==> config.mk <==
export PLATFORM = sky130hd
export DESIGN_NAME = fetch
export DESIGN_NICKNAME = d
export VERILOG_FILES = /design/src/rtl/fetch.sv
export SDC_FILE = /design/constraint.sdc
export NUM_CORES = 1
export LEC_CHECK = 0
export BUFFER_PORTS_ARGS = -buffer_cell sky130_fd_sc_hd__buf_2
export CORE_ASPECT_RATIO = 0.5
export CORE_MARGIN = 3
export CORE_UTILIZATION = 45
export DETAILED_ROUTE_END_ITERATION = 7
export PLACE_DENSITY = 0.66
export SYNTH_ARGS = -nofsm -noshare
export SYNTH_HDL_FRONTEND = slang
export SYNTH_SLANG_ARGS = --single-unit
==> constraint.sdc <==
create_clock -name clk -period 4.9 [get_ports clk]
set_clock_uncertainty 0.1 [all_clocks]
set_input_delay 0.245 -clock clk [delete_from_list [all_inputs] [get_ports clk]]
set_output_delay 0.245 -clock clk [all_outputs]
set_load 0.01 [all_outputs]
==> src/rtl/fetch.sv <==
// IF stage: owns the PC, drives ibus read requests and buffers up to two
// fetched instructions for decode, with stall back-pressure and redirects.
package fetch_pkg;
  typedef struct packed {
    logic [63:0] pc;
    logic [31:0] raw_instr;
  } fetch_data_t;
endpackage

module fetch
  import fetch_pkg::*;
#(
  parameter logic [63:0] PC_RESET = 64'h8000_0000,
  parameter logic [63:0] PC_STEP  = 64'd4
) (
  input  logic        clk,
  input  logic        reset,
  output logic        ireq_valid,
  output logic [63:0] ireq_addr,
  input  logic        iresp_data_ok,
  input  logic [31:0] iresp_data,
  output fetch_data_t dataF,
  output logic        valid_f,
  input  logic        stall,
  input  logic        jump,
  input  logic [63:0] pcsrc
);

  typedef enum logic [1:0] {
    FETCH,
    WAIT,
    KILL
  } state_t;

  state_t      state;
  logic [63:0] fetch_pc;
  logic [63:0] req_addr;
  logic [63:0] pc_inc;
  fetch_data_t q0;
  fetch_data_t q1;
  fetch_data_t wdata;
  logic [1:0]  count;
  logic [1:0]  count_next;
  logic        pop;
  logic        push;
  logic        redirect;

  assign valid_f    = (count != 2'd0);
  assign dataF      = q0;
  assign pop        = valid_f & ~stall;
  assign redirect   = pop & jump;
  assign push       = (state == FETCH) & iresp_data_ok & ~redirect;
  assign pc_inc     = fetch_pc + PC_STEP;
  assign wdata      = {req_addr, iresp_data};
  // request is masked while reset is held so the bus sees no read
  assign ireq_valid = reset & (state != WAIT);
  assign ireq_addr  = req_addr;

  always_comb begin
    count_next = count;
    unique case (1'b1)
      redirect:
        count_next = 2'd0;
      push & ~pop:
        count_next = count + 2'd1;
      pop & ~push & ~redirect:
        count_next = count - 2'd1;
      default: ;
    endcase
  end

  // q0 is the head; when the FIFO drains it keeps its last value
  always_ff @(posedge clk or negedge reset) begin
    if (!reset) begin
      q0    <= '0;
      q1    <= '0;
      count <= 2'd0;
    end else begin
      count <= count_next;
      if (pop && count == 2'd2)
        q0 <= q1;
      if (push) begin
        if (count == 2'd0 || (count == 2'd1 && pop))
          q0 <= wdata;
        else
          q1 <= wdata;
      end
    end
  end

  always_ff @(posedge clk or negedge reset) begin
    if (!reset) begin
      state    <= FETCH;
      fetch_pc <= PC_RESET;
      req_addr <= PC_RESET;
    end else begin
      unique case (state)
        FETCH: begin
          if (redirect) begin
            fetch_pc <= pcsrc;
            if (iresp_data_ok)
              req_addr <= pcsrc;
            else
              state <= KILL;
          end else if (iresp_data_ok) begin
            fetch_pc <= pc_inc;
            req_addr <= pc_inc;
            if (count_next == 2'd2)
              state <= WAIT;
          end
        end
        WAIT: begin
          if (redirect) begin
            fetch_pc <= pcsrc;
            req_addr <= pcsrc;
            state    <= FETCH;
          end else if (count_next != 2'd2) begin
            req_addr <= fetch_pc;
            state    <= FETCH;
          end
        end
        KILL: begin
          // stale read must finish on the bus before refetching
          if (redirect)
            fetch_pc <= pcsrc;
          if (iresp_data_ok) begin
            req_addr <= redirect ? pcsrc : fetch_pc;
            state    <= FETCH;
          end
        end
        default: state <= FETCH;
      endcase
    end
  end

endmodule
Word level (Yosys, flattened, before mapping)
Index checks and enable logic that the tools add are counted.

Register bits after elaboration: 324. Input port bits: 101. Output and inout port bits: 162. Logic and storage cells: 72.

$add $sub $neg: 3. Equality and inequality tests: 13. Multiplexer cells: 22. Bitwise logic cells: 13. Reduce and logical (&&, ||, !) cells: 13.

Operators with widths (number): 64-bit 2-to-1 mux (8); 96-bit 2-to-1 mux (3); 64-bit one-hot mux with 3 select lines (1); 64-bit one-hot mux with 2 select lines (1); 64-bit by 3-bit adder with 64-bit output, second input constant (1); 2-bit 2-to-1 mux (7); 2-bit one-hot mux with 3 select lines (2); 3-bit inequality test, second input constant (3); 1-bit AND (8); 2-bit == test, second input constant (3); 2-bit inequality test, second input constant (3); 1-bit NOT (5); 5-bit AND reduction (1); 2-bit by 1-bit == test with 1-bit output, second input constant (2); 2-bit logical NOT (2); 2-bit AND reduction (2); 4-bit AND reduction (1); 2-bit nonzero test (2); 3-bit by 2-bit inequality test with 1-bit output, second input constant (1); 3-bit nonzero test (1); 2-bit by 1-bit adder with 2-bit output, second input constant (1); 1-bit logical AND (2); 2-bit by 1-bit inequality test with 1-bit output, second input constant (1); 2-bit OR reduction (1); other kinds (2) (2).

Longest topological paths before layout
Gate-level depths: netlist (run 1).

Depth after elaboration: 14. Mapped depth: 11.

Worst setup path before layout (run 1)
OpenSTA, ideal clock, no wires.

Kind: register -> register. Start point: reg count[0]. End point: reg req_addr[35] (netlist: ireq_addr[35]). Setup time: 0.096 ns. Data arrival time: 2.417 ns. Required time: 4.704 ns. Path slack: 2.287 ns. Stages on the path, launching flop included: 12. Path buffers: 3. Period minus slack after synthesis: 2.613 ns. Cells stage by stage: dfrtp_1 -> inv_1 -> ha_1 -> clkbuf_1 -> or3_1 -> o31ai_1 -> a22oi_1 -> o21ai_1 -> buf_2 -> buf_2 -> nand2_1 -> o31ai_1.

Cells in the longest elaborated chain, start to end: 12. Elaborated cells on any way between the ends: 21. Classes of those cells: add/sub: 2; eq/ne: 2; mux: 6; bitwise: 9; reduce/logical: 2.

RTL lines: from (decl) (RTL line 42) `logic [1:0] count;`; from (signal assigned) (RTL line 79) `count <= count_next;`; 2-bit nonzero test (RTL line 48) `assign valid_f = (count != 2'd0);`; 1-bit AND (RTL line 50) `assign pop = valid_f & ~stall;`; 1-bit AND (RTL line 51) `assign redirect = pop & jump;`; 1-bit NOT (RTL line 52, 66); 1-bit AND (RTL line 52) `assign push = (state == FETCH) & iresp_data_ok & ~redirect;`; 1-bit NOT (RTL line 66) `pop & ~push & ~redirect:`; 1-bit AND (2 in a row) (RTL line 66); 2-bit one-hot mux with 3 select lines (RTL line 61) `unique case (1'b1)`; 2-bit inequality test (RTL line 117) `end else if (count_next != 2'd2) begin`; 3-bit inequality test (no source line); 4-bit AND reduction (no source line); to (signal assigned) (RTL line 115) `req_addr <= pcsrc;`; to (signal assigned) (RTL line 118) `req_addr <= fetch_pc;`; to (signal assigned) (RTL line 127) `req_addr <= redirect ? pcsrc : fetch_pc;`; to (decl) (RTL line 37) `logic [63:0] req_addr;`.

Parallel ways exist; a longest one is shown, timed or not. The select of a mux whose other input is x is not followed. A chain may end at the register's enable or synchronous reset.

Final worst setup path (run 1)
Start point: reg state[1]. End point: reg fetch_pc[58].

Cells in the longest elaborated chain, start to end: 4. Elaborated cells on any way between the ends: 8. Classes of those cells: eq/ne: 3; mux: 1; reduce/logical: 4.

RTL lines: from (decl) (RTL line 35) `state_t state;`; from (signal assigned) (RTL line 93) `state <= FETCH;`; from (signal assigned) (RTL line 104) `state <= KILL;`; from (signal assigned) (RTL line 109) `state <= WAIT;`; 2-bit == test or 2-bit by 1-bit == test with 1-bit output (tied branches) (RTL line 97) `unique case (state)`; 2-bit OR reduction (no source line); 2-bit nonzero test (no source line); 2-bit AND reduction (no source line); to (signal assigned) (RTL line 100) `fetch_pc <= pcsrc;`; to (signal assigned) (RTL line 106) `fetch_pc <= pc_inc;`; to (signal assigned) (RTL line 114) `fetch_pc <= pcsrc;`; to (decl) (RTL line 36) `logic [63:0] fetch_pc;`.

Parallel ways exist; a longest one is shown, timed or not.

==> flow_summary.ini, run 1 <==
[pwr]
power_frac_clock = 0.193
seqPwrFrac = 0.388
internal_power_mw = 7.939
power_density_mw_per_mm2 = 687.9
p_sw_mw = 5.399
power_mw = 13.34
swShare = 0.4048
p_comb_frac = 0.419
p_leak_nw = 8.237
ir_drop_mv = 0.4297

[grt]
grt_max_degree = 193
gr-total-overflow = 0
grt_usage = 0.2241
grt_pass1_wl_um = 67660
grt_pass1_vias = 12071
antenna_found_initial = 2

[clock_tree]
clk_path_buf_depth = 3
cts_made_buffers = 30
cts-resized-gates = 0
clock_latency_ns = 0.58
h-tree-depth = 1
cts.clk_slew.worst_paths_ns = 0.07
root_buffer = clkbuf_16
clkSinkCount = 324
cts_tree = yes
post_cts_buffers = 0

[placement]
pre_cts_slack_ns = 1.606
portBuffers = 262
place_hpwl_um = 28120
gp_congestion = 0.8285

[yosys]
ys_seq_area_frac = 0.5178
synth.area.top_cells = dfrtp_1 (51%), mux2_2 (7.5%), mux2i_1 (7.0%)
synth_ff_type = dfrtp_1
syn_nets = 1679
synth.distinct_cells = 55
ys_ff_latch = 324
syn_area_mm2 = 0.01566
synthArstFlopShare = 1.000
avgSynthCellArea_um2 = 9.976
syn_inst = 1570
synth_top_area_share = 0.5145
yosysWarnings = 0
synth_top_area_cell = dfrtp_1
synth_edf_count = 0

[routing]
drtIter0Drc = 1001
wirelength_um = 42570
dr.pass1.iters = 5
antenna_violating_nets_post_route = 0
vias = 12679
routedWlPerCell_um = 18.14
viasPerCell = 5.402
drc = 0

[sta]
final.setup.worst_slack_ns = 1.581
slew_violations = 0
timing.fmax_mhz = 301.3
slew_headroom = 0.1268
rsz0062_at_grt = false
hold_violations = 0
worstMarginPinSlew_ns = 1.305
setup_tns_ns = 0
period_share = 0.6773
finalCriticalPeriod_ns = 3.319
setup_viol = 0

[floorplan]
io_pins = 263
start_util = 0.4648
core_mm2 = 0.03370
num_rows = 47
die_y_um = 137.9
die_w_um = 269.8
die_area_mm2 = 0.03722

[setup_path]
end_kind = register
r2r_start = state[1]
endpoint = fetch_pc[58]
timing.rr.end = fetch_pc[58]
crit_path_top_delay_cell = nor2_1
crit_buf_inv = 1
critPathMaxStageDelay_ns = 1.11
critPathLaunch = state[1]
start_kind = register
worst-path-stages = 7
crit_fanout = 21
arrival_ns = 3.71
critPathKind = register to register
crit_family = simple AND/OR/NAND/NOR gates
cp_cell_sequence = inv_1 > ha_1 > nor2_1 > nand2_1 > or3_1 > mux2_2 > a31oi_1
ff2ff_path_depth = 7
critPathRequiredTime_ns = 5.29
regToRegSetupSlack_ns = 1.58

[cells_and_area]
final_common_cell = dfrtp_1
syn2layout_area_growth_pct = 23.80
layout_common_cells = dfrtp_1 (322), buf_2 (261), nor2_1 (212)
drive_gt1_frac = 0.2419
nNetsFinal = 1969

[min_path]
min_from = iresp_data_ok
hp-class = input port to register

[status]
run_status = finished clean

[job]
cap_violations = 0
==> cell usage after synthesis (all sizes together) (3+ instances only) <==
cell / count
a21oi: 160
a31oi: 24
and2: 4
and3: 15
buf: 21
clkbuf: 92
dfrtp: 322
ha: 8
inv: 16
mux2: 104
mux2i: 110
nand2: 129
nand3: 31
nand4: 33
nor2: 213
nor2b: 3
nor3: 27
nor3b: 8
nor4: 15
o211ai: 8
o21a: 14
o21ai: 84
o22a: 12
o22ai: 11
o2bb2ai: 4
o31ai: 30
or2: 3
or3: 6
xnor2: 29
xor2: 8
==> worst register-to-register path, cell delays in order, from the launching register on <==
cell,delay [ns]
dfrtp_1,0.39
inv_1,0.09
ha_1,0.58
nor2_1,1.11
nand2_1,0.14
or3_1,0.36
mux2_2,0.28
a31oi_1,0.18
==> layout make-up <==
| type | instances | area (um^2) |
|---|---|---|
| multi-input combinational | 1117 | 7102 |
| clock inverter | 13 | 207.7 |
| clock buffer | 40 | 878.3 |
| sequential | 324 | 8110 |
| fill | 2999 | 14310 |
| tap | 465 | 581.8 |
| timing repair buffer | 371 | 2447 |
| antenna | 1 | 2.502 |
| inverter | 16 | 60.06 |
==> worst min-delay path by stage <==
| stage | endpoint | cells after the start |
|---|---|---|
| after floorplan | count[0] | 0 |
| after global placement | q1[22] | 1 |
| after detailed placement | dataF[30] | 1 |
| after CTS | count[0] | 3 |
| after global routing | count[0] | 3 |
| final | count[1] | 4 |
==> state kept, by name (all words and copies together) (netlist names) <==
signal and count:
dataF 96, q1 96, fetch_pc 64, ireq_addr 64
count 2, state 2
==> repair_timing <==
action	CTS	global route
setup endpoints to repair	0	0
hold buffers	93	0
endpoints found under the hold margin	274	0
==> stage by stage <==
stage	area [um^2]	instances	hold slack (ns)	utilization
2_1_floorplan	15660	1570	-0.1506	-
3_3_place_gp	17370	2200	0.2519	0.5155
3_5_place_dp	17370	2200	0.2556	0.5155
4_1_cts	19390	2346	0.009818	0.5754
5_1_grt	19390	2347	0.03161	0.5754
6_report	19390	2347	0.03778	0.5754
==> kinds of logic (layout without fill, tap and decap cells) <==
kind of cell / count (synthesis) / after routing / share of synthesized area
buf+inv: 129 / 440 / 0.03203
simple gates: 496 / 496 / 0.1439
xor+xnor: 37 / 37 / 0.02069
fa+ha+maj: 8 / 8 / 0.006391
flops: 324 / 324 / 0.5178
compound gates: 362 / 362 / 0.1341
mux: 214 / 214 / 0.1451
other cells: 0 / 1 / 0
==> routing by layer <==
metal | track usage | part of all wire | vias up
li1 | - | - | 6183
met1 | 0.3164 | 0.47 | 6154
met2 | 0.3709 | 0.47 | 275
met3 | 0.03025 | 0.037 | 65
met4 | 0.05472 | 0.022 | 2
met5 | 0 | 0.00031 | -
==> power groups by stage <==
stage	clock, mW	sequential [mW]	combinational, mW
after CTS	2.64	5.17	5.63
after global placement	0	5.17	5.44
after global routing	2.74	5.38	6.23
final	2.58	5.17	5.58
after floorplan	0	5.13	3.63
after detailed placement	0	5.20	5.55
Note: power is estimated with default switching activity, not from simulation.
==> run 2, diff against run 1 <==
--- a/config.mk
+++ b/config.mk
@@ -10,7 +10,7 @@
 export CORE_MARGIN = 3
 export CORE_UTILIZATION = 45
 export DETAILED_ROUTE_END_ITERATION = 7
-export PLACE_DENSITY = 0.66
+export PLACE_DENSITY = 0.69
 export SYNTH_ARGS = -nofsm -noshare
 export SYNTH_HDL_FRONTEND = slang
 export SYNTH_SLANG_ARGS = --single-unit
==> constraint.sdc (replaced) <==
create_clock -name clk -period 2.7 [get_ports clk]
set_clock_uncertainty 0.1 [all_clocks]
set_input_delay 0.135 -clock clk [delete_from_list [all_inputs] [get_ports clk]]
set_output_delay 0.135 -clock clk [all_outputs]
set_load 0.01 [all_outputs]
==> run 2 against run 1 <==
Sequential share of layout area shrank 1.2 points; die area is the same; routed wire length is 2.3% higher; non-clock buffer count increased by 57; critical endpoint is now fetch_pc[56]; largest cell class unchanged.
==> flow_summary.ini, run 2 (same netlist as run 1, synthesis figures left out) <==
[status]
run_status = finished clean

[sta]
hold_violations = 0
setup_viol = 0
period_share = 0.9411
timing.hold.ws_ns = 0.01922
slew_headroom = 0.5437
slew_violations = 0
worstMarginPinSlew_ns = 0.6844
finalCriticalPeriod_ns = 2.541
rsz0062_at_grt = false
setup_tns_ns = 0
timing.fmax_mhz = 393.5

[setup_path]
end_kind = register
crit_family = simple AND/OR/NAND/NOR gates
regToRegSetupSlack_ns = 0.16
ff2ff_path_depth = 6
start_kind = register
critPathKind = register to register
r2r_start = fetch_pc[31]
critPathLaunch = fetch_pc[31]
arrival_ns = 2.93
cp_cell_sequence = nand4_1 > nor4_2 > nand4_4 > or4_1 > and3_1 > a21oi_1
crit_buf_inv = 0
worst-path-stages = 6
critPathMaxStageDelay_ns = 0.57
crit_path_top_delay_cell = dfstp_2
crit_fanout = 9
critPathRequiredTime_ns = 3.09

[floorplan]
die_area_mm2 = 0.03722
io_pins = 263
num_rows = 47
die_w_um = 269.8
core_mm2 = 0.03370
die_y_um = 137.9
start_util = 0.4648

[pwr]
power_density_mw_per_mm2 = 1230
swShare = 0.4048
seqPwrFrac = 0.381
power_frac_clock = 0.179
ir_drop_mv = 0.8814
p_sw_mw = 9.954
internal_power_mw = 14.64
p_leak_nw = 8.534
power_mw = 24.59
p_comb_frac = 0.440

[clock_tree]
clkSinkCount = 324
cts_tree = yes
root_buffer = clkbuf_16
clock_latency_ns = 0.57
clk_path_buf_depth = 3
cts.clk_slew.worst_paths_ns = 0.07
h-tree-depth = 1
cts_made_buffers = 30

[routing]
dr.pass1.iters = 5
highest_layer = met4
wl_met3_um = 1962
wirelength_um = 43550
routedWlPerCell_um = 18.10
met1_length_um = 19540
viasPerCell = 5.491
drtIter0Drc = 1152
wl_met2_um = 20640
drc = 0
antenna_violating_nets_post_route = 0
vias = 13212

[cells_and_area]
final_common_cell = dfrtp_1
nNetsFinal = 2026
syn2layout_area_growth_pct = 27.61
drive_gt1_frac = 0.2649
final_area_mm2 = 0.01999
layout_common_cells = dfrtp_1 (322), buf_2 (261), nor2_1 (211)

[min_path]
min_from = pcsrc[44]
worstHoldPathCells = 6
hp-class = input port to register

[grt]
grt_usage = 0.2286
grt_pass1_wl_um = 68950
gr-total-overflow = 0
antenna_found_initial = 0
grt_max_degree = 109
grt_pass1_vias = 12476

[placement]
placed_cell_area_mm2 = 0.01785
place_hpwl_um = 29530
gp_congestion = 0.8470
portBuffers = 262

[job]
cap_violations = 0
## run 2: cell types whose count changed in the layout (fill, tap and decap cells not counted), sizes merged
cell / before / now
bufinv: 5 / 3
clkinv: 7 / 9
clkbuf: 40 / 41
dlygate4sd3: 93 / 98
buf: 278 / 329
clkinvlp: 0 / 3
inv: 17 / 16
## run 2: routing by layer
metal	GRT usage	vias to the layer above
met3	0.03492	98
met1	0.3174	6481
li1	-	6283
met4	0.07035	0
met5	0	-
met2	0.3751	350
## run 2: repair_timing
action,CTS,global route
endpoints found under the hold margin,460,0
setup buffers,0,5
resized for setup,0,14
hold buffers,99,0
setup endpoints to repair,0,90
## run 2: layout make-up
cell class | instances | area [um^2]
sequential | 324 | 8110
timing repair buffer | 428 | 3054
clock inverter | 15 | 157.7
multi-input combinational | 1117 | 7161
tap | 465 | 581.8
fill | 2846 | 13710
inverter | 16 | 60.06
clock buffer | 40 | 859.6
antenna | 1 | 2.502
## run 2: worst paths after layout
kind,end
min reg2reg,q1[34]
max,fetch_pc[56]
max reg2reg,fetch_pc[56]
min,fetch_pc[44]
max in group asynchronous,q1[9]
min in group asynchronous,fetch_pc[31]
## run 2: worst reg2reg max path, delay by kind of cell, from the launching register on
kind,cells,cell delay [ns]
flops,1,0.57
simple gates,5,1.64
compound gates,1,0.16
## run 2: metrics by stage
stage            util  instances  setup WS, ns
4_1_cts        0.5900       2400       0.04077
3_3_place_gp   0.5298       2246        0.1123
5_1_grt        0.5931       2405      0.006624
2_1_floorplan       -       1570       0.08723
6_report       0.5931       2406        0.1590
3_5_place_dp   0.5298       2246       0.06279
## run 2: power by group through the flow
stage | logic, mW | registers (mW) | clock network (mW)
floorplan | 6.59 | 9.31 | 0
global placement | 10.4 | 9.34 | 0
detailed placement | 10.6 | 9.40 | 0
CTS | 10.8 | 9.34 | 4.52
global route | 12.0 | 9.71 | 4.72
finish | 10.8 | 9.37 | 4.41
